===== config.mk =====
export PLATFORM = sky130hd
export DESIGN_NAME = uart_cal_ctrl
export DESIGN_NICKNAME = d
export VERILOG_FILES = /design/src/rtl/uart_cal_ctrl.sv
export SDC_FILE = /design/constraint.sdc
export NUM_CORES = 1
export LEC_CHECK = 0
export ABC_CLOCK_PERIOD_IN_PS = 13600
export CAP_MARGIN = 5
export CORE_UTILIZATION = 30
export CTS_BUF_LIST = sky130_fd_sc_hd__clkbuf_8
export DETAILED_ROUTE_END_ITERATION = 16
export MAX_ROUTING_LAYER = met4
export SETUP_SLACK_MARGIN = 0.05
export SYNTH_ARGS = -nofsm -noshare
export SYNTH_HDL_FRONTEND = slang
export SYNTH_SLANG_ARGS = --single-unit

===== constraint.sdc =====
create_clock -name clk_i -period 13.6 [get_ports clk_i]
set_input_delay 2.72 -clock clk_i [delete_from_list [all_inputs] [get_ports clk_i]]
set_output_delay 2.72 -clock clk_i [all_outputs]
set_load 0.05 [all_outputs]

===== src/rtl/uart_cal_ctrl.sv =====
// rtl/uart_cal_ctrl.sv - UART command sequencer: parses "A op B =", computes, replies in ASCII decimal
`timescale 1ns/1ps
module uart_cal_ctrl #(
    parameter int MAXD = 3,
    parameter int RW   = 21
) (
    input  logic          clk_i,
    input  logic          rst_i,
    input  logic [7:0]    rx_data_i,
    input  logic          rx_valid_i,
    input  logic          tx_busy_i,
    output logic [7:0]    tx_data_o,
    output logic          tx_valid_o,
    output logic          busy_o,
    output logic [RW-1:0] result_o,
    output logic          result_valid_o,
    output logic          err_o
);

    // Operand accumulators hold 0..999; digit counters only need to reach MAXD.
    localparam int AW = 10;
    localparam int CW = $clog2(MAXD + 1);
    localparam logic [CW-1:0] MAXD_C = CW'(MAXD);
    localparam int NBUF = 9;

    typedef enum logic [2:0] {
        S_GET_A,
        S_GET_B,
        S_CALC,
        S_CONV,
        S_SEND,
        S_ERR
    } state_t;

    typedef enum logic [1:0] {
        OP_ADD,
        OP_SUB,
        OP_MUL
    } op_t;

    // Per-byte transmit handshake: issue strobe, blind guard cycle, wait for idle.
    typedef enum logic [1:0] {
        PH_ISSUE,
        PH_GUARD,
        PH_WAIT
    } ph_t;

    state_t          state_q;
    op_t             op_q;
    ph_t             ph_q;
    logic [AW-1:0]   a_q;
    logic [AW-1:0]   b_q;
    logic [CW-1:0]   cnta_q;
    logic [CW-1:0]   cntb_q;
    logic [RW-1:0]   mag_q;
    logic [2:0]      pidx_q;
    logic [3:0]      dig_q;
    logic            started_q;
    logic [3:0]      widx_q;
    logic [3:0]      sidx_q;
    logic [3:0]      len_q;
    logic [7:0]      obuf_q [NBUF];

    logic [7:0]      tx_data_q;
    logic            tx_valid_q;
    logic            busy_q;
    logic [RW-1:0]   result_q;
    logic            result_valid_q;
    logic            err_q;

    logic            is_digit_d;
    logic            is_space_d;
    logic            is_op_d;
    logic            is_eq_d;
    op_t             op_sel_d;
    logic [AW-1:0]   digit_d;
    logic [AW-1:0]   a_acc_d;
    logic [AW-1:0]   b_acc_d;
    logic [RW-1:0]   a_ext_d;
    logic [RW-1:0]   b_ext_d;
    logic [RW-1:0]   calc_d;
    logic            calc_neg_d;
    logic [RW-1:0]   calc_mag_d;
    logic [RW-1:0]   pow_d;
    logic            conv_ge_d;
    logic            conv_emit_d;
    logic [7:0]      digit_chr_d;

    // Classify the incoming byte and precompute the decimal accumulate step.
    always_comb begin
        is_digit_d = (rx_data_i >= 8'h30) && (rx_data_i <= 8'h39);
        is_space_d = (rx_data_i == 8'h20);
        is_eq_d    = (rx_data_i == 8'h3D);
        is_op_d    = 1'b0;
        op_sel_d   = OP_ADD;
        case (rx_data_i)
            8'h2B: begin is_op_d = 1'b1; op_sel_d = OP_ADD; end
            8'h2D: begin is_op_d = 1'b1; op_sel_d = OP_SUB; end
            8'h2A: begin is_op_d = 1'b1; op_sel_d = OP_MUL; end
            default: begin is_op_d = 1'b0; op_sel_d = OP_ADD; end
        endcase
        digit_d = {{(AW-4){1'b0}}, rx_data_i[3:0]};
        a_acc_d = (a_q << 3) + (a_q << 1) + digit_d;
        b_acc_d = (b_q << 3) + (b_q << 1) + digit_d;
    end

    // Signed arithmetic on zero-extended operands; the product of two 3-digit values fits in RW bits.
    always_comb begin
        a_ext_d = {{(RW-AW){1'b0}}, a_q};
        b_ext_d = {{(RW-AW){1'b0}}, b_q};
        case (op_q)
            OP_ADD:  calc_d = a_ext_d + b_ext_d;
            OP_SUB:  calc_d = a_ext_d - b_ext_d;
            OP_MUL:  calc_d = a_ext_d * b_ext_d;
            default: calc_d = '0;
        endcase
        calc_neg_d = calc_d[RW-1];
        calc_mag_d = calc_neg_d ? (~calc_d + 1'b1) : calc_d;
    end

    // Decimal conversion helpers: current power of ten, subtract test, digit emission rule.
    always_comb begin
        case (pidx_q)
            3'd0:    pow_d = RW'(100000);
            3'd1:    pow_d = RW'(10000);
            3'd2:    pow_d = RW'(1000);
            3'd3:    pow_d = RW'(100);
            3'd4:    pow_d = RW'(10);
            default: pow_d = RW'(1);
        endcase
        conv_ge_d   = (mag_q >= pow_d);
        conv_emit_d = (dig_q != 4'd0) || started_q || (pidx_q == 3'd5);
        digit_chr_d = 8'h30 + {4'b0000, dig_q};
    end

    // Main sequencer: parse, compute, convert, transmit, with all outputs registered.
    always_ff @(posedge clk_i or posedge rst_i) begin
        if (rst_i) begin
            state_q        <= S_GET_A;
            op_q           <= OP_ADD;
            ph_q           <= PH_ISSUE;
            a_q            <= '0;
            b_q            <= '0;
            cnta_q         <= '0;
            cntb_q         <= '0;
            mag_q          <= '0;
            pidx_q         <= '0;
            dig_q          <= '0;
            started_q      <= 1'b0;
            widx_q         <= '0;
            sidx_q         <= '0;
            len_q          <= '0;
            for (int i = 0; i < NBUF; i++) obuf_q[i] <= '0;
            tx_data_q      <= '0;
            tx_valid_q     <= 1'b0;
            busy_q         <= 1'b0;
            result_q       <= '0;
            result_valid_q <= 1'b0;
            err_q          <= 1'b0;
        end else begin
            tx_valid_q     <= 1'b0;
            result_valid_q <= 1'b0;
            case (state_q)
                S_GET_A: begin
                    if (rx_valid_i) begin
                        if (is_digit_d) begin
                            if (cnta_q == MAXD_C) begin
                                state_q <= S_ERR;
                                busy_q  <= 1'b1;
                            end else begin
                                a_q    <= a_acc_d;
                                cnta_q <= cnta_q + 1'b1;
                            end
                        end else if (is_op_d && (cnta_q != '0)) begin
                            op_q    <= op_sel_d;
                            state_q <= S_GET_B;
                        end else if (!is_space_d) begin
                            state_q <= S_ERR;
                            busy_q  <= 1'b1;
                        end
                    end
                end
                S_GET_B: begin
                    if (rx_valid_i) begin
                        if (is_digit_d) begin
                            if (cntb_q == MAXD_C) begin
                                state_q <= S_ERR;
                                busy_q  <= 1'b1;
                            end else begin
                                b_q    <= b_acc_d;
                                cntb_q <= cntb_q + 1'b1;
                            end
                        end else if (is_eq_d && (cntb_q != '0)) begin
                            state_q <= S_CALC;
                            busy_q  <= 1'b1;
                        end else if (!is_space_d) begin
                            state_q <= S_ERR;
                            busy_q  <= 1'b1;
                        end
                    end
                end
                S_CALC: begin
                    result_q       <= calc_d;
                    result_valid_q <= 1'b1;
                    err_q          <= 1'b0;
                    mag_q          <= calc_mag_d;
                    pidx_q         <= '0;
                    dig_q          <= '0;
                    started_q      <= 1'b0;
                    if (calc_neg_d) begin
                        obuf_q[0] <= 8'h2D;
                        widx_q    <= 4'd1;
                    end else begin
                        widx_q    <= 4'd0;
                    end
                    state_q <= S_CONV;
                end
                S_CONV: begin
                    if (conv_ge_d) begin
                        mag_q <= mag_q - pow_d;
                        dig_q <= dig_q + 4'd1;
                    end else begin
                        dig_q <= 4'd0;
                        if (conv_emit_d) begin
                            obuf_q[widx_q] <= digit_chr_d;
                            widx_q         <= widx_q + 4'd1;
                            started_q      <= 1'b1;
                        end
                        if (pidx_q == 3'd5) begin
                            // Units digit is always emitted, so CR LF follow it directly.
                            obuf_q[widx_q + 4'd1] <= 8'h0D;
                            obuf_q[widx_q + 4'd2] <= 8'h0A;
                            len_q                 <= widx_q + 4'd3;
                            sidx_q                <= '0;
                            ph_q                  <= PH_ISSUE;
                            state_q               <= S_SEND;
                        end else begin
                            pidx_q <= pidx_q + 3'd1;
                        end
                    end
                end
                S_SEND: begin
                    case (ph_q)
                        PH_ISSUE: begin
                            if (!tx_busy_i) begin
                                tx_data_q  <= obuf_q[sidx_q];
                                tx_valid_q <= 1'b1;
                                ph_q       <= PH_GUARD;
                            end
                        end
                        PH_GUARD: begin
                            // Transmitter raises busy only a cycle later; do not trust it yet.
                            ph_q <= PH_WAIT;
                        end
                        default: begin
                            if (!tx_busy_i) begin
                                if (sidx_q == (len_q - 4'd1)) begin
                                    a_q     <= '0;
                                    b_q     <= '0;
                                    cnta_q  <= '0;
                                    cntb_q  <= '0;
                                    busy_q  <= 1'b0;
                                    ph_q    <= PH_ISSUE;
                                    state_q <= S_GET_A;
                                end else begin
                                    sidx_q <= sidx_q + 4'd1;
                                    ph_q   <= PH_ISSUE;
                                end
                            end
                        end
                    endcase
                end
                S_ERR: begin
                    err_q     <= 1'b1;
                    obuf_q[0] <= 8'h45;
                    obuf_q[1] <= 8'h0D;
                    obuf_q[2] <= 8'h0A;
                    len_q     <= 4'd3;
                    sidx_q    <= '0;
                    ph_q      <= PH_ISSUE;
                    state_q   <= S_SEND;
                end
                default: begin
                    state_q <= S_GET_A;
                    busy_q  <= 1'b0;
                end
            endcase
        end
    end

    assign tx_data_o      = tx_data_q;
    assign tx_valid_o     = tx_valid_q;
    assign busy_o         = busy_q;
    assign result_o       = result_q;
    assign result_valid_o = result_valid_q;
    assign err_o          = err_q;

endmodule


# Word level (Yosys, flattened, before mapping)
# Index checks and enable logic that the tools add are counted.
[op_classes]
add_sub_neg = 18
n_mul = 1
order_cmp = 10
eq_ne = 42
mux = 107
bitwise_logic = 15
reduce_logical = 40
[ops]
columns = ["op", "n"]
rows = [
  ["two-way mux 72 bit", 5],
  ["demux 8 bit (select 4 bit)", 3],
  ["two-way mux 10 bit", 9],
  ["case mux 17 bit (5 select lines)", 1],
  ["bitwise mux 72 bit", 1],
  ["case mux 21 bit (3 select lines)", 1],
  ["bitwise AND 54 bit", 1],
  ["NOT 54 bit", 1],
  ["two-way mux 3 bit", 16],
  ["two-way mux 8 bit", 6],
  ["bitwise AND 45 bit", 1],
  ["NOT 45 bit", 1],
  ["two-way mux 21 bit", 2],
  ["case mux 21 bit (2 select lines)", 1],
  ["equality test 8 x 6 -> 1 bit, second input constant", 5],
  ["two-way mux 4 bit", 10],
  ["case mux 10 bit (2 select lines)", 2],
  ["binary-select mux 8 bit (select 4 bit)", 1],
  ["inequality test 2 bit, second input constant", 16],
  ["case mux 16 bit (2 select lines)", 1],
  ["bitwise OR 27 bit", 1],
  ["two-way mux 2 bit", 13],
  ["case mux 4 bit (2 select lines)", 3],
  ["case mux 8 bit (3 select lines)", 1],
  ["53 further kinds", 131],
]
[word_totals]
regBits = 177
inputBits = 12
output_inout_bits = 33
word_cells = 262

# Logic depth before layout (Yosys ltp)
# Gate-level depths: netlist of the first run.
[logic_depth]
word_depth = 14
mapped_depth = 22

# Worst setup path before layout of the first run
# OpenSTA, ideal clock, no wires.
[synth_timing]
path_type = "register to register"
startpoint = "register b_q[3]"
endpoint = "register result_q[19], in the netlist result_o[19]"
setup_time_ns = 0.124
arrival_time_ns = 5.440
required_time_ns = 13.476
slack_ns = 8.036
stages_incl_launch_ff = 22
path_buffers = 1
synth_period_minus_slack_ns = 5.564
path_cell_list = "dfrtp_1 -> clkbuf_1 -> nand2_1 -> fa_1 -> inv_1 -> fa_1 -> inv_1 -> fa_1 -> inv_1 -> fa_1 -> inv_1 -> fa_1 -> inv_1 -> ha_1 -> o21a_1 -> o21ai_0 -> o311ai_1 -> a2111oi_0 -> o41ai_1 -> xnor2_1 -> nor2_1 -> a211o_1"
[synth_between]
elab_chain_len = 2
[synth_lines]
columns = ["element", "line", "rtl"]
rows = [
  ["start: declaration", "52", "logic [AW-1:0] b_q;"],
  ["start signal: assignment", "143", "b_q <= '0;"],
  ["start signal: assignment", "190", "b_q <= b_acc_d;"],
  ["start signal: assignment", "259", "b_q <= '0;"],
  ["multiplier 10 x 10 -> 20 bit / subtractor 10 x 10 -> 11 bit (equally long branches)", "114, 113", ""],
  ["case mux 21 bit (3 select lines) *", "111", "case (op_q)"],
  ["end signal: assignment", "203", "result_q <= calc_d;"],
  ["end: declaration", "67", "logic [RW-1:0] result_q;"],
]
# Mark *: on every way between the ends. The rest lies on a longest branch, timed or not.
# A chain may end at the register's enable or synchronous reset.

# Final worst setup path of the first run
[layout_timing]
startpoint = "register b_q[3]"
endpoint = "register mag_q[19]"
[layout_between]
elab_chain_len = 6
[layout_lines]
columns = ["element", "line", "rtl"]
rows = [
  ["multiplier 10 x 10 -> 20 bit (tied with other cells)", "114", "OP_MUL: calc_d = a_ext_d * b_ext_d;"],
  ["case mux 21 bit (3 select lines) *", "111", ""],
  ["NOT 21 bit", "118", "calc_mag_d = calc_neg_d ? (~calc_d + 1'b1) : calc_d;"],
  ["adder 21 x 1 -> 21 bit", "118", ""],
  ["two-way mux 21 bit *", "118", ""],
  ["case mux 21 bit (2 select lines) *", "163", "case (state_q)"],
  ["end signal: assignment", "206", "mag_q <= calc_mag_d;"],
  ["end signal: assignment", "220", "mag_q <= mag_q - pow_d;"],
  ["end: declaration", "55", "logic [RW-1:0] mag_q;"],
]
# Marked as above.

==> flow_metrics.py, run 1 <==
metrics = {
    "synthesis": {
        "synth_seq_cells": 177,
        "ys_seq_area_frac": 0.2998,
        "async_flop_share": 1.000,
        "synth_cells": 1681,
        "synth_edf_count": 0,
        "synth_cell_types": 76,
        "yosysWarnings": 0,
        "synth_ff_type": "dfrtp_1",
        "syn_nets": 1902,
        "syn-mean-instance-area_um2": 8.790,
        "syn_area_um2": 14780,
    },
    "detailed_routing": {
        "postRouteAntennaNets": 0,
        "wirelength_um": 39390,
        "dr.pass1.iters": 6,
        "routedWlPerCell_um": 16.77,
        "dr_total_vias": 12030,
        "drt_iter0_markers": 924,
        "drc_errors": 0,
        "avgViaCountPerCell": 5.119,
    },
    "grt": {
        "grt_pass1_vias": 11920,
        "grt_remaining_overflow": 0,
        "grt_max_degree": 70,
        "antenna_found_initial": 2,
        "grt_pass1_wl_um": 64440,
        "grt_usage": 0.1659,
    },
    "power": {
        "seqPwrFrac": 0.384,
        "p_clk_frac": 0.226,
        "peakVddDrop_v": 0.00008804,
        "p_per_area_nw_per_um2": 106.7,
        "p_sw_frac": 0.4416,
        "power_switching_uw": 765.3,
        "p_comb_frac": 0.390,
        "internal-power_uw": 967.7,
        "p_leak_uw": 0.007473,
    },
    "clock_network": {
        "post_cts_resized": 0,
        "ctsHoldBuffers": 0,
        "cts.sinks": 177,
        "cts_tree": "built",
        "cts_buffer_depth": 2,
        "htreeDepth": 4,
        "insertion_delay_ns": 0.52,
        "numCtsBuffers": 17,
        "cts_setup_buffers": 0,
        "clockRootBuffer": "clkbuf_8",
        "clkSlewWorstSetupHoldPaths_ns": 0.12,
    },
    "cells_and_area": {
        "final_cell_mix": "nand2_1, dfrtp_1, inv_1, ha_1, nor2_1",
        "finish.utilization": 0.3374,
        "final_area_um2": 16250,
        "nNetsFinal": 1899,
        "area_growth_pct": 9.950,
        "drive_above_1_share": 0.04731,
        "mostFrequentLayoutCell": "nand2_1",
    },
    "placed_design": {
        "dp_hpwl_um": 30010,
        "place.gp.congestion": 0.9162,
        "dp_slack_ns": 7.652,
        "dpl_cell_area_um2": 15810,
        "io_buffers": 44,
    },
    "worst_setup_path": {
        "critPathLaunchType": "flip-flop",
        "cp_slowest_cell": "dfrtp_1",
        "cp_slowest_stage_delay_ns": 0.67,
        "worstSetupEndpointType": "flip-flop",
        "cp.arrival_ns": 6.37,
        "worst-setup-path-type": "flip-flop to flip-flop",
        "worstPathCellList": "nand2_1 -> fa_1 -> inv_1 -> fa_1 -> inv_1 -> fa_1 -> inv_1 -> fa_1 -> inv_1 -> fa_1 -> inv_1 -> ha_1 -> o21a_1 -> o21ai_0 -> o311ai_1 -> a2111oi_0 -> o41ai_1 -> xnor2_1 -> nor2_1 -> a221o_1",
        "cp_max_fo": 14,
        "cp.required_ns": 13.99,
    },
    "outcome": {
        "status": "completed",
    },
    "timing": {
        "finalMaxSlewViolations": 0,
        "fin_ws_ns": 7.624,
        "fin_worst_skew_ns": 0.03311,
        "setup_violations": 0,
        "fmax_ghz": 0.1673,
        "hold_viol": 0,
        "grt_setup_unrepaired": "no",
        "period_share": 0.4394,
        "setup_tns_ns": 0,
        "period_minus_slack_ns": 5.976,
        "relSlewSlack": 0.2171,
        "worstMarginPinSlew_ns": 1.170,
    },
    "floorplan": {
        "coreArea_um2": 48150,
        "rows": 80,
        "initial_core_util": 0.3069,
        "die_y_um": 223.9,
        "dieArea_um2": 50140,
        "dieWidth_um": 223.9,
        "io_pins": 45,
    },
    "hold_path": {
        "min_path_type": "flip-flop to flip-flop",
    },
    "flow_run": {
        "max_cap_viol_count": 0,
    },
}
## flip-flops by register name, indices dropped and copies added (netlist names), 4 cells and up
| name | flops |
|---|---|
| tx_data_o | 8 |
| obuf_q | 72 |
| dig_q | 4 |
| result_o | 21 |
| mag_q | 21 |
| len_q | 4 |
| sidx_q | 4 |
| b_q | 10 |
| a_q | 10 |
| widx_q | 4 |
## power by group through the flow
stage,clock (uW),combinational (uW),sequential [uW]
6_report,392,675,666
5_1_grt,424,750,677
4_1_cts,405,672,666
2_1_floorplan,0,480,665
3_5_place_dp,0,669,676
3_3_place_gp,0,660,672
## critical path, delay by kind of cell (launching register included)
family,cells,cell delay [ns]
AOI/OAI and AO/OA,6,1.69
and+or+nand+nor,2,0.22
xor gates and xnor gates,1,0.18
buffers and inverters,5,0.24
DFF,1,0.67
adders and majority gates,6,2.87
## per-stage QoR
stage | power (uW) | hold slack [ns] | instances
after global routing | 1851 | 0.5177 | 2349
after global placement | 1332 | 0.4558 | 2315
after CTS | 1742 | 0.4846 | 2347
final | 1733 | 0.4823 | 2349
after floorplan | 1145 | 0.4422 | 1681
after detailed placement | 1345 | 0.4579 | 2315
## worst paths after layout
kind / start / to / slack (ns) / depth (start not counted)
max: b_q[3]$_DFFE_PP0P_ / mag_q[19]$_DFFE_PP0P_ / 7.62 / 20
max reg2reg: b_q[3]$_DFFE_PP0P_ / mag_q[19]$_DFFE_PP0P_ / 7.62 / 20
max in group asynchronous: rst_i / b_q[4]$_DFFE_PP0P_ / 9.02 / 4
min: result_o[15]$_DFFE_PP0P_ / result_o[15]$_DFFE_PP0P_ / 0.48 / 2
min reg2reg: result_o[15]$_DFFE_PP0P_ / result_o[15]$_DFFE_PP0P_ / 0.48 / 2
min in group asynchronous: rst_i / tx_valid_o$_DFF_PP0_ / 2.64 / 2
## Yosys cell counts, types with 5 or more instances
cell type / instances / area share
nor3_1: 31 / 0.011
a21o_1: 15 / 0.0076
o31ai_1: 18 / 0.0091
mux4_2: 16 / 0.024
o21ai_0: 122 / 0.041
buf_2: 12 / 0.0041
fa_1: 69 / 0.093
o21bai_1: 10 / 0.0051
o22ai_1: 10 / 0.0042
o21a_1: 12 / 0.0061
o211ai_1: 6 / 0.0030
a41oi_1: 6 / 0.0036
a22o_1: 7 / 0.0041
nor2_1: 137 / 0.035
o22a_1: 12 / 0.0071
xor2_1: 19 / 0.011
inv_1: 146 / 0.037
ha_1: 140 / 0.12
nand3_1: 30 / 0.010
clkbuf_1: 56 / 0.014
a21oi_1: 117 / 0.040
nor4b_1: 5 / 0.0030
or3_1: 17 / 0.0072
mux2i_1: 17 / 0.012
nor2b_1: 30 / 0.013
nand2_1: 193 / 0.049
xnor2_1: 41 / 0.024
a211oi_1: 8 / 0.0041
and3_1: 14 / 0.0059
and2_1: 67 / 0.028
dfrtp_1: 177 / 0.30
o41ai_1: 9 / 0.0053
nand2b_1: 14 / 0.0059
o21ai_1: 7 / 0.0024
a31oi_1: 14 / 0.0059
## layout make-up
cell class	count	area, um2
Fill cell	4954	31900
Tap cell	656	820.8
Clock buffer	17	234.0
Sequential cell	177	4429
Multi-Input combinational cell	1282	9498
Timing Repair Buffer	52	500.5
Inverter	148	560.5
Antenna cell	2	5.005
Clock inverter	15	197.7
## routing by layer
metal	routed length, um	track usage	share of wire
met1	19440	0.2314	0.49
met3	1612	0.02361	0.041
met4	620	0.04551	0.016
met2	17720	0.2501	0.45
met5	0	-	0
## logic make-up (layout without fill, tap and decap cells)
| family | after synthesis | in the layout | synth area share |
|---|---|---|---|
| AO/OA/AOI/OAI | 412 | 412 | 0.1740 |
| XOR/XNOR | 60 | 60 | 0.03557 |
| adder cells (fa/ha/maj) | 209 | 209 | 0.2120 |
| buffers and inverters | 222 | 232 | 0.05818 |
| flip-flops | 177 | 177 | 0.2998 |
| multiplexers | 34 | 34 | 0.03667 |
| other | 0 | 2 | 0 |
| AND/OR/NAND/NOR | 567 | 567 | 0.1838 |
Power figures use the tool's default switching activity.
==> run 2, diff against run 1 <==
--- a/config.mk
+++ b/config.mk
@@ -5,7 +5,7 @@
 export SDC_FILE = /design/constraint.sdc
 export NUM_CORES = 1
 export LEC_CHECK = 0
-export ABC_CLOCK_PERIOD_IN_PS = 13600
+export ABC_CLOCK_PERIOD_IN_PS = 5200
 export CAP_MARGIN = 5
 export CORE_UTILIZATION = 30
 export CTS_BUF_LIST = sky130_fd_sc_hd__clkbuf_8
==> constraint.sdc (replaced) <==
create_clock -name clk_i -period 5.2 [get_ports clk_i]
set_input_delay 1.04 -clock clk_i [delete_from_list [all_inputs] [get_ports clk_i]]
set_output_delay 1.04 -clock clk_i [all_outputs]
set_load 0.05 [all_outputs]
==> run 2 against run 1 <==
The run now ends with negative setup slack left; clock-buffer cell count stayed put; non-clock buffer count grew 91; critical endpoint is now mag_q[17]$_DFFE_PP0P_; sequential share of layout area down 1.6 points; die area is the same; register-to-register slack lost 7.7 ns; critical path depth is 1 higher; routed wire length up 1.8%; sequential power rose by 150%; setup slack worse by 7.7 ns.
==> flow_metrics.py, run 2 (synthesis results as in run 1) <==
metrics = {
    "outcome": {
        "status": "finished with violations",
        "violations": "negative setup slack",
    },
    "timing": {
        "period_share": 1.013,
        "hold_viol": 0,
        "setup_tns_ns": -0.1699,
        "grt_setup_unrepaired": "yes",
        "setup_violations": 4,
        "period_minus_slack_ns": 5.269,
        "finalMaxSlewViolations": 0,
        "fin_ws_ns": -0.06863,
        "relSlewSlack": 0.1612,
        "fin_worst_skew_ns": 0.02647,
        "worstMarginPinSlew_ns": 1.255,
        "fmax_ghz": 0.1898,
    },
    "cells_and_area": {
        "largest_reg_flops": 72,
        "fillerInstances": 4878,
        "mostFrequentLayoutCell": "nand2_1",
        "area_growth_pct": 17.33,
        "drive_above_1_share": 0.1392,
        "nNetsFinal": 1990,
        "stdcell_count": 2441,
        "top_register": "obuf_q",
        "final_cell_mix": "nand2_1, dfrtp_1, inv_1, nor2_1, ha_1",
    },
    "clock_network": {
        "htreeDepth": 4,
        "cts_tree": "built",
        "insertion_delay_ns": 0.52,
        "ctsHoldBuffers": 0,
        "clkSlewWorstSetupHoldPaths_ns": 0.11,
        "clockRootBuffer": "clkbuf_8",
        "cts.sinks": 177,
        "cts_buffer_depth": 2,
        "numCtsBuffers": 17,
    },
    "detailed_routing": {
        "drt_iter0_markers": 856,
        "drc_errors": 0,
        "avgViaCountPerCell": 5.039,
        "postRouteAntennaNets": 0,
        "wirelength_um": 40090,
        "routedWlPerCell_um": 16.42,
        "dr.pass1.iters": 5,
        "dr_total_vias": 12300,
    },
    "worst_setup_path": {
        "cp_max_fo": 6,
        "worstPathCellList": "buf_6 -> nand2_2 -> fa_1 -> inv_2 -> fa_1 -> inv_2 -> fa_1 -> inv_2 -> fa_1 -> inv_2 -> fa_1 -> inv_2 -> ha_4 -> o21a_4 -> o21ai_4 -> o311ai_4 -> a2111oi_4 -> buf_4 -> or3_4 -> xor2_2 -> o221ai_1",
        "cp.required_ns": 5.63,
        "critPathLaunchType": "flip-flop",
        "cp_slowest_stage_delay_ns": 0.51,
        "worstSetupEndpointType": "flip-flop",
        "crit_family": "adder cells",
        "cp_num_buf_inv": 7,
        "cp_slowest_cell": "fa_1",
        "worst-setup-path-type": "flip-flop to flip-flop",
        "cp.arrival_ns": 5.70,
    },
    "grt": {
        "grt_remaining_overflow": 0,
        "grt_pass1_vias": 12270,
        "grt_max_degree": 178,
        "grt_pass1_wl_um": 65140,
        "antenna_found_initial": 2,
        "grt_usage": 0.1681,
    },
    "hold_path": {
        "min_path_type": "flip-flop to flip-flop",
    },
    "floorplan": {
        "dieWidth_um": 223.9,
        "die_y_um": 223.9,
        "dieArea_um2": 50140,
        "io_pins": 45,
        "rows": 80,
        "initial_core_util": 0.3069,
        "coreArea_um2": 48150,
    },
    "placed_design": {
        "dp_slack_ns": -0.1864,
        "place.gp.congestion": 0.9047,
        "dp_cells": 2388,
        "dp_hpwl_um": 30640,
        "io_buffers": 44,
    },
    "flow_run": {
        "max_cap_viol_count": 0,
    },
    "power": {
        "power_uw": 4789,
        "p_per_area_nw_per_um2": 276.3,
        "p_leak_uw": 0.007984,
        "peakVddDrop_v": 0.0001961,
    },
}
-- run 2: cell types whose count changed in the layout (fill, tap and decap cells not counted), sizes merged --
cell | previous run | this run
buf | 8 | 99
clkinvlp | 1 | 2
inv | 153 | 152
diode | 2 | 3
-- run 2: stage by stage --
| step | util | hold slack (ns) | cell area [um2] |
|---|---|---|---|
| floorplan | - | 0.4422 | 14920 |
| global placement | 0.3414 | 0.4575 | 16440 |
| detailed placement | 0.3414 | 0.4681 | 16440 |
| CTS | 0.3535 | 0.4854 | 17020 |
| global route | 0.3600 | 0.5083 | 17330 |
| finish | 0.3601 | 0.4892 | 17340 |
-- run 2: worst paths after layout --
| path | from | endpoint | slack (ns) | cells past startpoint |
|---|---|---|---|---|
| setup / recovery | a_q[5]$_DFFE_PP0P_ | mag_q[17]$_DFFE_PP0P_ | -0.07 | 21 |
| setup reg to reg | a_q[5]$_DFFE_PP0P_ | mag_q[17]$_DFFE_PP0P_ | -0.07 | 21 |
| hold / removal | obuf_q[55]$_DFFE_PP0P_ | obuf_q[55]$_DFFE_PP0P_ | 0.49 | 1 |
| hold reg to reg | obuf_q[55]$_DFFE_PP0P_ | obuf_q[55]$_DFFE_PP0P_ | 0.49 | 1 |
| max in group asynchronous | rst_i | a_q[2]$_DFFE_PP0P_ | 3.25 | 3 |
| min in group asynchronous | rst_i | result_o[1]$_DFFE_PP0P_ | 1.14 | 3 |
-- run 2: layout make-up --
type,count,area (um2),share of cell area
tap,656,820.8,0.04735
multi-input combinational,1282,9851,0.5682
inverter,148,559.3,0.03226
clock buffer,17,234.0,0.01350
timing repair buffer,143,1215,0.07008
sequential,177,4446,0.2564
antenna,3,7.507,0.0004331
clock inverter,15,202.7,0.01169
-- run 2: power by group --
| group | internal [uW] | switching [uW] |
|---|---|---|
| Clock | 381 | 659 |
| Combinational | 832 | 1260 |
| Sequential | 1500 | 155 |
-- run 2: repair_timing --
action                                  4_1_cts  5_1_grt
hold endpoints to repair                      0        0
gates cloned                                  0        0
endpoints found under the setup margin       16       25
pin swaps                                    11       34
setup buffers                                 6       14
gates resized for setup                      28       52
-- run 2: layer usage --
layer | vias to the layer above | track usage | part of all wire | wire (um)
li1 | 5950 | - | - | -
met1 | 6004 | 0.2302 | 0.48 | 19160
met2 | 303 | 0.2559 | 0.46 | 18240
met3 | 44 | 0.01954 | 0.045 | 1807
met4 | 0 | 0.05943 | 0.022 | 875
met5 | - | - | 0 | 0
